[config.mk]
export PLATFORM = sky130hd
export DESIGN_NAME = ram_port_arbiter
export DESIGN_NICKNAME = d
export VERILOG_FILES = /design/src/rtl/Mem.sv /design/src/rtl/mem_lane_align.sv /design/src/rtl/ram_port_arbiter.sv
export SDC_FILE = /design/constraint.sdc
export NUM_CORES = 1
export LEC_CHECK = 0
export ABC_AREA = 0
export CAP_MARGIN = 20
export CORE_ASPECT_RATIO = 0.8
export CORE_MARGIN = 10
export CORE_UTILIZATION = 38
export CTS_CLUSTER_SIZE = 25
export DETAILED_ROUTE_END_ITERATION = 8
export PLACE_DENSITY = 0.81
export REMOVE_ABC_BUFFERS = 1
export SLEW_MARGIN = 20
export SYNTH_ARGS = -nofsm -noshare
export SYNTH_HDL_FRONTEND = slang
export SYNTH_SLANG_ARGS = --single-unit
export TNS_END_PERCENT = 50
[constraint.sdc]
create_clock -name clk -period 2.7 [get_ports clk]
set_input_delay 0.54 -clock clk [delete_from_list [all_inputs] [get_ports clk]]
set_output_delay 0.54 -clock clk [all_outputs]
set_load 0.05 [all_outputs]
[src/rtl/Mem.sv]
// Shared memory-access types for the pipeline memory stage and the RAM port arbiter.
package Mem;

   // Memory access kind carried by the load/store unit
   typedef enum logic [3:0] {
      NoMem     = 4'd0,
      LoadByte  = 4'd1,
      LoadHalf  = 4'd2,
      LoadWord  = 4'd3,
      ULoadByte = 4'd4,
      ULoadHalf = 4'd5,
      StoreByte = 4'd6,
      StoreHalf = 4'd7,
      StoreWord = 4'd8
   } MemType;

   // Arbiter transaction phases
   typedef enum logic [1:0] {
      IDLE  = 2'd0,
      ISSUE = 2'd1,
      WAIT  = 2'd2,
      RESP  = 2'd3
   } arb_state_t;

   // Requesting ports
   typedef enum logic {
      PORT_IF = 1'b0,
      PORT_LS = 1'b1
   } arb_port_t;

   function automatic logic is_store(input MemType m);
      return (m == StoreByte) || (m == StoreHalf) || (m == StoreWord);
   endfunction

   function automatic logic is_load(input MemType m);
      return (m == LoadByte) || (m == LoadHalf) || (m == LoadWord) ||
             (m == ULoadByte) || (m == ULoadHalf);
   endfunction

endpackage

[src/rtl/mem_lane_align.sv]
// Byte-lane alignment for load/store accesses: byte enables, store-data
// shift, load-field extraction with sign/zero extension, misalignment flag.
module mem_lane_align
   import Mem::*;
(
   input  MemType      memt,
   input  logic [1:0]  off,
   input  logic [31:0] wdata,
   input  logic [31:0] rdata,
   output logic [3:0]  be,
   output logic [31:0] wdata_sh,
   output logic [31:0] rdata_ext,
   output logic        misaligned
);

   logic [4:0]  shift;
   logic [31:0] field;

   // Lane selection and alignment check from access size and low address bits
   always_comb begin
      be         = 4'b0000;
      shift      = 5'd0;
      misaligned = 1'b0;
      case (memt)
         LoadByte, ULoadByte, StoreByte: begin
            be    = 4'b0001 << off;
            shift = {off, 3'b000};
         end
         LoadHalf, ULoadHalf, StoreHalf: begin
            be         = off[1] ? 4'b1100 : 4'b0011;
            shift      = {off[1], 4'b0000};
            misaligned = off[0];
         end
         LoadWord, StoreWord: begin
            be         = 4'b1111;
            misaligned = (off != 2'b00);
         end
         default: begin
            be = 4'b0000;
         end
      endcase
   end

   assign wdata_sh = wdata << shift;
   assign field    = rdata >> shift;

   // Extend the selected load field to a full word
   always_comb begin
      rdata_ext = 32'd0;
      case (memt)
         LoadByte:  rdata_ext = {{24{field[7]}}, field[7:0]};
         ULoadByte: rdata_ext = {24'd0, field[7:0]};
         LoadHalf:  rdata_ext = {{16{field[15]}}, field[15:0]};
         ULoadHalf: rdata_ext = {16'd0, field[15:0]};
         LoadWord:  rdata_ext = field;
         default:   rdata_ext = 32'd0;
      endcase
   end

endmodule

[src/rtl/ram_port_arbiter.sv]
// Round-robin sharing of one single-port RAM between instruction fetch and
// load/store, with a single transaction in flight at a time.
module ram_port_arbiter
   import Mem::*;
#(
   parameter int RAM_WORDS   = 36*125*64/4,
   parameter int RAM_LATENCY = 1,
   parameter int IO_BIT      = 24
)
(
   input  logic                         clk,
   input  logic                         rst,
   input  logic                         if_valid,
   output logic                         if_ready,
   input  logic [31:0]                  if_addr,
   output logic                         if_rsp_valid,
   output logic [31:0]                  if_rsp_data,
   input  logic                         ls_valid,
   output logic                         ls_ready,
   input  logic [31:0]                  ls_addr,
   input  MemType                       ls_memt,
   input  logic [31:0]                  ls_wdata,
   output logic                         ls_rsp_valid,
   output logic [31:0]                  ls_rsp_data,
   output logic                         ls_rsp_err,
   output logic                         ram_en,
   output logic                         ram_we,
   output logic [3:0]                   ram_be,
   output logic [$clog2(RAM_WORDS)-1:0] ram_addr,
   output logic [31:0]                  ram_wdata,
   input  logic [31:0]                  ram_rdata
);

   localparam int AW    = $clog2(RAM_WORDS);
   localparam int CNT_W = $clog2(RAM_LATENCY + 1);

   arb_state_t       state_reg, state_next;
   arb_port_t        rr_last_reg;
   arb_port_t        owner_reg;
   logic [31:0]      addr_reg;
   MemType           memt_reg;
   logic [31:0]      wdata_reg;
   logic [CNT_W-1:0] cnt_reg, cnt_next;

   logic        grant_if, grant_ls;
   logic        lane_misaligned;
   logic [3:0]  lane_be;
   logic [31:0] lane_wdata;
   logic [31:0] lane_rdata;
   logic        io_access;
   logic        no_ram;
   logic        unused_addr_bits;

   // Low fetch-address bits are ignored and upper latched bits only matter for the IO marker
   assign unused_addr_bits = ^{if_addr[1:0], addr_reg};

   // Both requesting: the port that did not win last time goes next
   assign grant_if = if_valid && (!ls_valid || (rr_last_reg == PORT_LS));
   assign grant_ls = ls_valid && (!if_valid || (rr_last_reg == PORT_IF));
   assign if_ready = rst && (state_reg == IDLE) && grant_if;
   assign ls_ready = rst && (state_reg == IDLE) && grant_ls;

   mem_lane_align u_align (
      .memt       (memt_reg),
      .off        (addr_reg[1:0]),
      .wdata      (wdata_reg),
      .rdata      (ram_rdata),
      .be         (lane_be),
      .wdata_sh   (lane_wdata),
      .rdata_ext  (lane_rdata),
      .misaligned (lane_misaligned)
   );

   // Accesses that never reach the RAM: IO space, misaligned, or not a load/store
   assign io_access = addr_reg[IO_BIT];
   assign no_ram    = io_access || lane_misaligned ||
                      !(is_load(memt_reg) || is_store(memt_reg));

   // Next-state and output decode for the access sequence
   always_comb begin
      state_next   = state_reg;
      cnt_next     = cnt_reg;
      ram_en       = 1'b0;
      ram_we       = 1'b0;
      ram_be       = 4'b0000;
      ram_addr     = '0;
      ram_wdata    = 32'd0;
      if_rsp_valid = 1'b0;
      if_rsp_data  = 32'd0;
      ls_rsp_valid = 1'b0;
      ls_rsp_data  = 32'd0;
      ls_rsp_err   = 1'b0;
      case (state_reg)
         IDLE: begin
            if (if_ready || ls_ready) begin
               state_next = ISSUE;
            end
         end
         ISSUE: begin
            if (no_ram) begin
               state_next = RESP;
            end else begin
               ram_en    = 1'b1;
               ram_we    = is_store(memt_reg);
               ram_be    = lane_be;
               ram_addr  = addr_reg[AW+1:2];
               ram_wdata = lane_wdata;
               if (RAM_LATENCY == 1) begin
                  state_next = RESP;
               end else begin
                  state_next = WAIT;
                  cnt_next   = CNT_W'(1);
               end
            end
         end
         WAIT: begin
            if (cnt_reg == CNT_W'(RAM_LATENCY - 1)) begin
               state_next = RESP;
            end else begin
               cnt_next = cnt_reg + CNT_W'(1);
            end
         end
         RESP: begin
            state_next = IDLE;
            if (owner_reg == PORT_IF) begin
               if_rsp_valid = 1'b1;
               if_rsp_data  = no_ram ? 32'd0 : ram_rdata;
            end else begin
               ls_rsp_valid = 1'b1;
               ls_rsp_data  = (no_ram || !is_load(memt_reg)) ? 32'd0 : lane_rdata;
               ls_rsp_err   = lane_misaligned && !io_access;
            end
         end
         default: begin
            state_next = IDLE;
         end
      endcase
      // Reset silences every output, including a response that would be due
      if (!rst) begin
         ram_en       = 1'b0;
         ram_we       = 1'b0;
         ram_be       = 4'b0000;
         ram_addr     = '0;
         ram_wdata    = 32'd0;
         if_rsp_valid = 1'b0;
         if_rsp_data  = 32'd0;
         ls_rsp_valid = 1'b0;
         ls_rsp_data  = 32'd0;
         ls_rsp_err   = 1'b0;
      end
   end

   // State, latency counter, round-robin pointer and request latch
   always_ff @(posedge clk) begin
      if (!rst) begin
         state_reg   <= IDLE;
         cnt_reg     <= '0;
         rr_last_reg <= PORT_LS;
         owner_reg   <= PORT_IF;
         addr_reg    <= 32'd0;
         memt_reg    <= NoMem;
         wdata_reg   <= 32'd0;
      end else begin
         state_reg <= state_next;
         cnt_reg   <= cnt_next;
         if (if_ready) begin
            // Fetch is always an aligned word read
            owner_reg   <= PORT_IF;
            rr_last_reg <= PORT_IF;
            addr_reg    <= {if_addr[31:2], 2'b00};
            memt_reg    <= LoadWord;
            wdata_reg   <= 32'd0;
         end else if (ls_ready) begin
            owner_reg   <= PORT_LS;
            rr_last_reg <= PORT_LS;
            addr_reg    <= ls_addr;
            memt_reg    <= ls_memt;
            wdata_reg   <= ls_wdata;
         end
      end
   end

endmodule

==> qor.csv, run 1 <==
metric,value,unit
status,"complete, but fails checks",
violations in the final reports,setup timing,
count of buffers from port buffering,233,
hold violation total from the final report,0,
CP top delay family,simple AND/OR/NAND/NOR gates,
slowest stage cell on the critical path,sky130_fd_sc_hd__or4_4,
internal portion of total power,2110,µW
HPWL after DPL,14700,µm
Switching Fraction,0.284,
path class of the lowest-slack min-delay path,register to register,
startpoint kind of the worst setup timing path,register,
via count of the first global-routing pass,5594,
Unique masters post-synth,49,
number of flip-flops in the largest register,32,
mean routed wirelength per cell,21.7,µm
power share of the sequential group,0.330,
final standard cell utilization of the core,0.826,
buffers plus inverters on the worst setup path,4,
RePlAce Congestion,0.891,
effective utilization at floorplan,0.393,
clock buffers created by TritonCTS,9,
I/O Pins,260,
Hold Path Sink,wdata_reg[31],
Switching Power,835,µW
CP cell instances,"buf_6, nor3_4, xnor2_2, or4_4, buf_6, clkbuf_16, a211oi_4, buf_12",
number of hold buffers added after cts,0,
# fillers,623,
post-synthesis to final-layout area growth,110,%
global-route congestion overflow total,0,
iteration count of the initial detailed-routing pass,5,
area used by sequential logic in the layout,0.00122,mm²
Pwr Density,323,mW/mm²
cell with the most instances on the worst path,sky130_fd_sc_hd__buf_6,
ratio of final minimum period to clock period,1.09,
Row Count,34,
area of combinational cells with multiple inputs,0.00330,mm²
Total Wirelength,21500,µm
actual transition at the worst max-transition pin,0.855,ns
number of standard cells after synthesis,577,
mean cell area of the mapped netlist,7.50,µm²
post-synthesis sequential area ratio,0.278,
RR Startpoint,state_reg[1],
Clk pwr share,0.400,
Die Span Y,115,µm
data required time at the worst endpoint,2.16,ns
critical path class,register to output pin,
Vias/cell,5.57,
total placed instance area,0.00793,mm²
area of the die,0.0161,mm²
f_max,340,MHz
core box area,0.0110,mm²
overall track demand over capacity in global routing,0.241,
Mapped Area,0.00433,mm²
Final Worst Setup Slack,-0.244,ns
final setup violation count,119,
static leakage,0.00348,µW
"flops & latches, synth",60,
CTS Sinks,60,
largest clock skew in the final design,0.00746,ns
min-delay src,wdata_reg[31],
reg2reg path depth,7,
async set or reset register ratio after synthesis,0,
source-to-sink clock delay at the later pin of the worst-skew pair,0.33,ns
cell area after layout,0.00911,mm²
combinational group share of total power,0.269,
largest incremental delay on the critical path,0.58,ns
critical path depth in cells,8,
CTS tree,built,
final number of max-transition violations,0,
layout cells sized above 1,0.421,
# Max-Cap Violations,0,
RSZ-0062 raised after global routing,true,
R2R setup slack,0.64,ns
yosys warns,0,
number of nets with antenna violations after detailed routing,0,
maximum fanout along the worst path,6,
Cell Count Post-Placement,958,
number of DRC markers in iteration 0,311,
fin cells,991,
global-route wire length before repair,31700,µm
number of enable-type register cells in the synthesized netlist,0,
final critical path time including I/O delays and setup,2.94,ns
maximum count of clock buffers along a single path,2,
worst reg2reg endpoint,addr_reg[3],
library cell used as clock root buffer,sky130_fd_sc_hd__clkbuf_16,
Nets,982,
post-place setup slack,-0.373,ns
kind of end point of the critical path,output pin,
predominant post-synthesis flop cell,sky130_fd_sc_hd__dfxtp_1,
detailed-route DRC error count,0,
deepest level of the CTS H-tree,3,
clock-pin slew of the registers on the worst-case setup and hold paths,0.05,ns
pin count of the biggest net entering global routing,39,
Die Wd,139,µm
antenna diode count,0,
most used cells in the layout excluding fill and tap cells,"sky130_fd_sc_hd__nand2_1, sky130_fd_sc_hd__clkdlybuf4s50_1, sky130_fd_sc_hd__buf_12, sky130_fd_sc_hd__buf_4, sky130_fd_sc_hd__dfxtp_1",
worst rel slew slack,0.429,
instance count along the most critical hold path,2,
most common library cell in the layout ignoring fill and taps,sky130_fd_sc_hd__nand2_1,
vias after detailed routing,5517,
arrival time reported for the critical path endpoint,2.40,ns
maximum resistive drop on vdd,330,µV
antenna violations before repair,0,
-- metal layers --
| metal | track usage | part of all wire | vias up |
|---|---|---|---|
| met4 | 0.0722 | 0.025 | 0 |
| met2 | 0.430 | 0.50 | 295 |
| li1 | - | - | 2526 |
| met5 | 0 | 0 | - |
| met3 | 0.0814 | 0.099 | 44 |
| met1 | 0.269 | 0.37 | 2652 |
-- how the worst max path moves through the flow --
stage,startpoint,end
floorplan,memt_reg[1],ls_rsp_data[0]
global placement,rst,ls_rsp_data[7]
detailed placement,ram_rdata[15],ls_rsp_data[28]
CTS,memt_reg[1],ram_be[1]
global route,memt_reg[1],ram_wdata[27]
finish,memt_reg[1],ram_wdata[27]
-- tightest hold or removal path: cells and delay by family (launching register included) --
kind            cells  cell delay (ns)
compound gates      1             0.05
simple gates        1             0.05
flops               1             0.31
-- cells by family (layout without fill, tap and decap cells) --
logic type | after synthesis | in the layout | share of synthesized area
mux | 40 | 40 | 0.0983
simple gates | 259 | 259 | 0.297
buf+inv | 63 | 333 | 0.0746
xor+xnor | 2 | 2 | 0.00405
flops | 60 | 60 | 0.278
compound gates | 148 | 148 | 0.235
fa+ha+maj | 5 | 5 | 0.0133
-- synthesized netlist by cell type, drive strengths merged (2+ instances only) --
cell | count | area share
o21a | 3 | 0.0052
a21oi | 53 | 0.062
nand2 | 117 | 0.10
buf | 27 | 0.041
nor3b | 9 | 0.021
inv | 10 | 0.0098
dfxtp | 60 | 0.28
nor3 | 15 | 0.029
a22oi | 26 | 0.045
a21boi | 19 | 0.033
a31oi | 17 | 0.025
or3 | 2 | 0.0029
nor2b | 4 | 0.0058
and2 | 49 | 0.071
nand2b | 3 | 0.0043
maj3 | 2 | 0.0046
nand3 | 3 | 0.0035
and3 | 3 | 0.0043
nand4 | 9 | 0.013
nor2 | 43 | 0.037
o21ai | 8 | 0.0093
clkbuf | 26 | 0.023
mux2 | 17 | 0.045
ha | 3 | 0.0087
a211oi | 15 | 0.035
mux2i | 23 | 0.053
-- metrics by stage --
stage | hold slack [ns] | power (µW) | TNS [ns]
after floorplan | 0.434 | 1260 | -146.17
after global placement | 0.441 | 1620 | -21.28
after detailed placement | 0.450 | 1650 | -24.90
after CTS | 0.457 | 2890 | -15.07
after global routing | 0.479 | 3040 | -25.23
final | 0.458 | 2940 | -18.67
-- layout make-up --
type	instances	area share
Timing Repair Buffer	308	0.445
Clock buffer	14	0.0301
Clock inverter	1	0.00330
Tap cell	144	0.0198
Multi-Input combinational cell	454	0.362
Inverter	10	0.00591
Sequential cell	60	0.134
-- power by group through the flow --
stage	Sequential [µW]	Clock, µW	Combinational (µW)
2_1_floorplan	981	0	282
3_3_place_gp	981	0	643
3_5_place_dp	986	0	663
4_1_cts	970	1180	737
5_1_grt	978	1230	835
6_report	973	1180	793
-- repair_timing --
action	in CTS	in global routing
cloned	4	3
endpoints found under the setup margin	120	119
setup buffers	8	5
resized for setup	101	59
pin swaps	17	12
Note: power is estimated with default switching activity, not from simulation.
==> inputs of run 2 (changes only) <==
- ABC_CLOCK_PERIOD_IN_PS: unset -> 2700
- TNS_END_PERCENT: 50 -> 5
==> run 2 against run 1 <==
- the run still ends with setup timing left
- final cell count is 1.5% lower
- largest cell class unchanged
- sequential share of layout area is 0.78 points higher
- clock power is essentially flat
==> qor.csv, run 2 (synthesized netlist as in run 1, its figures left out) <==
metric,value,unit,change
largest clock skew in the final design,0.00771,ns,+0.000252 ns
clock-pin slew of the registers on the worst-case setup and hold paths,0.05,ns,about the same
maximum count of clock buffers along a single path,2,,unchanged
Total Wirelength,19800,µm,-7.8%
routed metal-1 wire length,7640,µm,-4.4%
vias after detailed routing,5332,,-3.4%
Cell Count Post-Placement,958,,unchanged
area of the die,0.0161,mm²,unchanged
arrival time reported for the critical path endpoint,2.38,ns,-0.02 ns
critical path class,register to output pin,,
overall track demand over capacity in global routing,0.229,,-0.0118
maximum resistive drop on vdd,329,µV,-0.23%
total placed instance area,0.00793,mm²,unchanged
Row Count,34,,unchanged
highest layer used for signal routing,met4,,
detailed-route DRC error count,0,,unchanged
number of hold buffers added after cts,0,,unchanged
worst rel slew slack,0.449,,+0.0200
Setup TNS Final,-12.75,ns,+5.92 ns
core box area,0.0110,mm²,unchanged
static leakage,0.00333,µW,-4.4%
fin cells,976,,-1.5%
layout cells sized above 1,0.349,,-0.0729
number of flip-flops in the largest register,32,,unchanged
effective utilization at floorplan,0.393,,unchanged
# Max-Cap Violations,0,,unchanged
most common library cell in the layout ignoring fill and taps,sky130_fd_sc_hd__nand2_1,,
internal portion of total power,2070,µW,-2.0%
Nets,967,,-1.5%
pin count of the biggest net entering global routing,39,,unchanged
Final Worst Setup Slack,-0.219,ns,+0.0253 ns
maximum fanout along the worst path,18,,+12
RePlAce Congestion,0.891,,unchanged
met3 WL,1860,µm,-13%
Die Wd,139,µm,unchanged
path class of the lowest-slack min-delay path,register to register,,
kind of end point of the critical path,output pin,,
amount of wire on met2 after detailed routing,9960,µm,-7.9%
power share of the sequential group,0.339,,+0.009
antenna violations before repair,0,,unchanged
Die Span Y,115,µm,unchanged
worst hold-check slack,0.455,ns,-0.00311 ns
clock buffers created by TritonCTS,9,,unchanged
CTS Sinks,60,,unchanged
number of DRC markers in iteration 0,277,,-11%
CTS tree,built,,
startpoint kind of the worst setup timing path,register,,
Vias/cell,5.46,,-1.9%
antenna diode count,0,,unchanged
final number of max-transition violations,0,,unchanged
library cell used as clock root buffer,sky130_fd_sc_hd__clkbuf_16,,
Switching Power,800,µW,-4.3%
via count of the first global-routing pass,5468,,-2.3%
Switching Fraction,0.279,,-0.00482
number of nets with antenna violations after detailed routing,0,,unchanged
mean routed wirelength per cell,20.3,µm,-6.4%
cell area after layout,0.00861,mm²,-5.5%
combinational group share of total power,0.251,,-0.018
Clk pwr share,0.409,,+0.009
source-to-sink clock delay at the later pin of the worst-skew pair,0.32,ns,about the same
status,"complete, but fails checks",,
post-synthesis to final-layout area growth,98.9,%,
actual transition at the worst max-transition pin,0.825,ns,-0.0300 ns
I/O Pins,260,,unchanged
iteration count of the initial detailed-routing pass,5,,unchanged
Pwr Density,333,mW/mm²,+3.0%
HPWL after DPL,14700,µm,unchanged
deepest level of the CTS H-tree,3,,unchanged
f_max,343,MHz,+0.87%
ratio of final minimum period to clock period,1.08,,-0.00938
RSZ-0062 raised after global routing,true,,
final critical path time including I/O delays and setup,2.92,ns,-0.0253 ns
global-route wire length before repair,30200,µm,-4.8%
hold violation total from the final report,0,,unchanged
data required time at the worst endpoint,2.16,ns,about the same
final setup violation count,119,,unchanged
count of buffers from port buffering,233,,unchanged
violations in the final reports,setup timing,,
global-route congestion overflow total,0,,unchanged
most used cells in the layout excluding fill and tap cells,"sky130_fd_sc_hd__nand2_1, sky130_fd_sc_hd__clkdlybuf4s50_1, sky130_fd_sc_hd__buf_12, sky130_fd_sc_hd__buf_4, sky130_fd_sc_hd__dfxtp_1",,
run 2: stage by stage:
| stage | setup slack, ns | util | power (µW) |
|---|---|---|---|
| after floorplan | -2.05 | - | 1260 |
| after global placement | -0.293 | 0.720 | 1620 |
| after detailed placement | -0.373 | 0.720 | 1650 |
| after CTS | -0.211 | 0.776 | 2860 |
| after global routing | -0.276 | 0.781 | 2970 |
| final | -0.219 | 0.781 | 2870 |
run 2: worst paths after layout:
path | from | end | slack [ns] | depth (start not counted)
min reg2reg | wdata_reg[31] | wdata_reg[31] | 0.45 | 2
max reg2reg | state_reg[1] | addr_reg[3] | 0.66 | 7
max | memt_reg[1] | ram_wdata[25] | -0.22 | 7
min | wdata_reg[31] | wdata_reg[31] | 0.45 | 2
run 2: critical path, cell delays in order (launching register included):
cell                       delay (ns)
sky130_fd_sc_hd__dfxtp_4         0.37
sky130_fd_sc_hd__buf_6           0.12
sky130_fd_sc_hd__nor3_4          0.20
sky130_fd_sc_hd__xnor2_2         0.10
sky130_fd_sc_hd__or4_4           0.58
sky130_fd_sc_hd__buf_8           0.21
sky130_fd_sc_hd__a211oi_4        0.28
sky130_fd_sc_hd__buf_12          0.18
run 2: timing repair:
item | 4_1_cts | 5_1_grt
buffers inserted | 1 | 3
cloned | 2 | 0
gates resized for setup | 67 | 22
setup endpoints to repair | 120 | 119
pin swaps | 9 | 9
run 2: final cells by class:
cell class	count	area, µm²
multi-input cells	454	3100
fillers	699	2410
clock inverters	1	30.0
repair buffers	293	3750
clock buffers	14	274
well taps	144	180
inverters	10	50.0
flip-flops and latches	60	1220
run 2: power by group through the flow:
stage | clock, µW | combinational [µW] | sequential, µW
global route | 1230 | 764 | 978
global placement | 0 | 643 | 981
CTS | 1180 | 710 | 972
finish | 1170 | 720 | 973
floorplan | 0 | 282 | 981
detailed placement | 0 | 663 | 986
run 2: per-layer routing:
layer	global-route usage	vias to the layer above
met4	0.0659	0
met5	0	-
met2	0.409	253
met3	0.0769	27
li1	-	2498
met1	0.257	2554
==> patch 1, RTL diff (settings of run 2) <==
The parameter `RAM_LATENCY` goes from 1 to 2.
--- a/src/rtl/ram_port_arbiter.sv
+++ b/src/rtl/ram_port_arbiter.sv
@@ -4,7 +4,7 @@
    import Mem::*;
 #(
    parameter int RAM_WORDS   = 36*125*64/4,
-   parameter int RAM_LATENCY = 1,
+   parameter int RAM_LATENCY = 2,
    parameter int IO_BIT      = 24
 )
 (
Function: changed (Yosys sat finds a counterexample within 4 cycles, from zero or initial values and one cycle with rst low).
==> patch 1 against run 2 <==
The flow still finishes with violations (setup timing). Sequential cell count increased by 2. Register-to-register slack got worse by 90 ps. Critical endpoint is now ls_rsp_data[26]. Synthesized area decreased by 1.4%. Setup slack got worse by 76 ps. Cell area increased by 5.3%. Routed wire length increased by 8.0%.
Power is not compared: it rests on default switching activity, and its combinational part moved more than twofold at a synthesized area within 25%.
==> patch 1: results <==
[worst_setup_path]
path_max_fanout = 8
cp_slowest_stage_delay_ps = 400
worst_path_dominant_cell_family = "compound AO/OA/AOI/OAI gates"
cp_data_arrival_time_ps = 2450
crit_slowest_cell = "a211o_4"

[cells_and_area]
area_share_nonclk_buffers_pct = 44.9
fin_nets = 985
clkCellAreaFrac_pct = 3.27
multi_input_area_sq_um = 3210
largest_reg_flops = 32
n_fill_cell = 594
antenna_cells = 0
clockBufferCount = 12
inverters = 13
n_all_buffers = 288
drive_gt1_share_pct = 35.1
sh_seq_area_pct = 13.8
multi_input_cells = 469
flops_and_latches = 62

[outcome]
violations = "setup timing"
outcome = "complete, but fails checks"

[cts]
clock_latency_ps = 320
cts-root-buf = "clkbuf_16"
cts_htree_levels = 3

[sta]
tightest_slew_ps = 450
fin_ws_ps = -295
setup_viol = 117
finClkSkew_ps = 3.82

[placement]
routabilityCongestion = 0.866
hpwl_mm = 15.2
port_buffers = 233

[power_and_ir_drop]
swShare_pct = 39.7
pwr-share-comb_pct = 48.2
p_leak_nw = 3.55

[logic_synthesis]
yosysUniqueCellTypes = 52
seq_area_frac_synth_pct = 29.1
yosys-top-cells-area = "dfxtp_1 (29%), nand2_1 (9.6%), a21oi_1 (8.0%)"
yosys-top-cells-count = "nand2_1 (109), a21oi_1 (68), dfxtp_1 (62), nor2_1 (60), and3_1 (34)"

[grt]
grtUsageMet2_pct = 42.9
grt_pass1_vias = 5586
grt_max_degree = 38
grt_use_met1_pct = 25.1
grt_use_met3_pct = 8.53
grt_pass1_wl_mm = 30.8
grt_util_all_layers_pct = 23.5

[drt]
vias = 5582
drt_iter0_drc = 335
dr.pass1.iters = 4
drt_wl_total_mm = 21.4
-- patch 1: changes by cell type after synthesis, moves of 16 or more --
cell      change
a21boi_0     -19
and2_1       -32
nor2_1       +17
nor3_1       +17
and3_1       +31
a22oi_1      -18
a21oi_1      +16
a31oi_1      -16
o22ai_1      +18
-- patch 1: path summary, 6_finish.rpt --
check,cells after the start,slack (ps),endpoint,from
max reg2reg,7,570,wdata_reg[29]$_SDFFE_PP0P_,state_reg[1]$_SDFFE_PN0P_
max,7,-290,ls_rsp_data[26],memt_reg[1]$_SDFFE_PN0P_
min,2,460,wdata_reg[31]$_SDFFE_PP0P_,wdata_reg[31]$_SDFFE_PP0P_
min reg2reg,2,460,wdata_reg[31]$_SDFFE_PP0P_,wdata_reg[31]$_SDFFE_PP0P_
-- patch 1: per-layer routing --
layer  wire (um)  up-vias
met5           0        -
met4         591        0
met3        2140       44
met2       10600      317
met1        8020     2646
li1            -     2575
-- patch 1: cell families (layout without fill, tap and decap cells) --
family          Yosys count  after routing  share of synthesized area (%)
compound gates          138            139                           19.9
xor+xnor                  2              2                          0.410
fa+ha+maj                 7              7                           1.99
buf+inv                  64            314                           6.95
flops                    62             62                           29.1
mux                      45             45                           11.0
simple gates            276            276                           30.6
-- patch 1: repair_timing --
item	in CTS	in global routing
resized for setup	26	82
endpoints found under the hold margin	0	0
endpoints found under the setup margin	120	120
cloned	0	1
setup buffers	1	3
pin swaps	5	8
-- patch 1: per-stage QoR --
stage                     hold WS (ps)  setup TNS (ps)  instances  instance area (sq um)  setup WS [ps]
after floorplan                    433         -219790        543                   4020          -2550
after global placement             441           -6070        972                   8240           -237
after detailed placement           451           -7520        972                   8240           -287
after CTS                          457          -12940        986                   8660           -233
after global routing               489          -18910        989                   9060           -351
final                              460          -11350        989                   9060           -295
==> patch 2, RTL diff (settings of run 2) <==
Made on the original files. Reset style: asynchronous (`rst`), changed in one clocked block.
--- a/src/rtl/ram_port_arbiter.sv
+++ b/src/rtl/ram_port_arbiter.sv
@@ -151,7 +151,7 @@
    end
 
    // State, latency counter, round-robin pointer and request latch
-   always_ff @(posedge clk) begin
+   always_ff @(posedge clk or negedge rst) begin
       if (!rst) begin
          state_reg   <= IDLE;
          cnt_reg     <= '0;
Check against the original RTL: no difference found for any inputs over 4 cycles, from zero or initial values and one cycle with rst low; that may be too few to reach the edited logic, so the function may still have changed.
==> patch 2 against run 2 <==
Sequential cell count did not move. Critical endpoint is now ram_wdata[12]. Setup slack worse by 96 ps. Maximum frequency fell by 3.2%. Routed wire length rose by 20%. Clock skew increased by 0.54 ps. Synthesized cell count decreased by 5.4%. Cell area rose by 8.1%. Synthesized area increased by 0.40%. The run still ends with setup timing left.
Power is not compared: it rests on default switching activity, and its combinational part moved more than twofold at a synthesized area within 25%.
==> patch 2: results <==
[outcome]
outcome = "complete, but fails checks"
violations = "setup timing"

[drt]
drt_wl_total_mm = 23.7
wire_per_inst_um = 24.2
drt_iter0_drc = 463
vias_per_cell = 5.91

[worst_setup_path]
crit_end = "ram_wdata[12]"
r2r-start = "state_reg[0]$_DFFE_PN0P_"
worstReg2RegEnd = "wdata_reg[4]$_DFFE_PN0P_"
cp-startpoint = "memt_reg[1]$_DFFE_PN0P_"
path_max_fanout = 13
cp_data_arrival_time_ps = 2470

[sta]
setup_tns_ps = -27130
setup_viol = 119
maxSlewHeadroom_pct = 55.3
finClkSkew_ps = 8.26
hold_ws_ps = 35.8
fin_ws_ps = -315

[logic_synthesis]
ys.flop_type = "dfrtp_1"
yosys-top-cells-count = "nand2_1 (113), dfrtp_1 (59), and2_1 (51), nor2_1 (44), a22o_1 (37)"
seq_area_frac_synth_pct = 34.6
synthArstFlopShare_pct = 100
postSynthAreaPerCell_sq_um = 7.96
yosys-top-cells-area = "dfrtp_1 (34%), nand2_1 (9.8%), a22o_1 (7.5%)"
yosysUniqueCellTypes = 51

[grt]
grt_use_met3_pct = 6.54
grt_max_degree = 51
grt_util_all_layers_pct = 25.6
grt_use_met1_pct = 30.1
grt_pass1_vias = 5819
grtUsageMet2_pct = 44.4
grt_pass1_wl_mm = 33.7

[placement]
place_inst = 935
place_area_sq_um = 7850
hpwl_mm = 14.7
routabilityCongestion = 0.928
dp_worst_setup_slack_ps = -151

[worst_hold_path]
min_path_type = "in -> async"
==> patch 2: layout make-up <==
| cell class | instances | area (sq um) |
|---|---|---|
| diodes | 2 | 5.00 |
| clock buffers | 12 | 246 |
| clock inverters | 4 | 25.0 |
| fillers | 552 | 1710 |
| inverters | 7 | 31.3 |
| multi-input cells | 428 | 3250 |
| flip-flops and latches | 60 | 1500 |
| well taps | 144 | 180 |
| repair buffers | 322 | 4070 |
==> patch 2: kinds of logic (layout without fill, tap and decap cells) <==
logic type	Yosys count	count (layout)	share of synthesized area, %
fa+ha+maj	3	3	0.864
mux	28	28	6.82
xor+xnor	1	1	0.374
flops	60	60	34.6
buf+inv	58	345	5.61
simple gates	259	259	28.6
compound gates	137	137	23.1
other cells	0	2	0
==> patch 2: power by group through the flow <==
stage	clock (W)	combinational [W]	sequential, W
final	0.00104	0.00454	0.00162
after global routing	0.00110	0.00475	0.00166
after CTS	0.00105	0.00414	0.00157
after detailed placement	0	0.00353	0.00156
after global placement	0	0.00343	0.00153
after floorplan	0	0.00198	0.00151
==> patch 2: worst max-delay path, stage by stage, from the launching register on <==
cell	delay, ps
dfrtp_1	410
buf_4	170
nor2b_2	180
a21oi_4	180
o32ai_2	120
or3_4	450
clkbuf_16	220
nor3_2	170
buf_4	150
buf_12	130
==> patch 2: repair_timing <==
item                       4_1_cts  5_1_grt
hold buffers                     0        0
resized for setup              171       61
pin swaps                       28       20
setup endpoints to repair      119      120
setup buffers                   10       11
hold endpoints to repair         0        0
gates cloned                     4        1
==> patch 2: layer usage <==
layer  wire length [um]  part of all wire, %
met5                  0                    0
met4                762                  3.2
met3               2280                  9.6
met2              12000                   51
met1               8660                   37
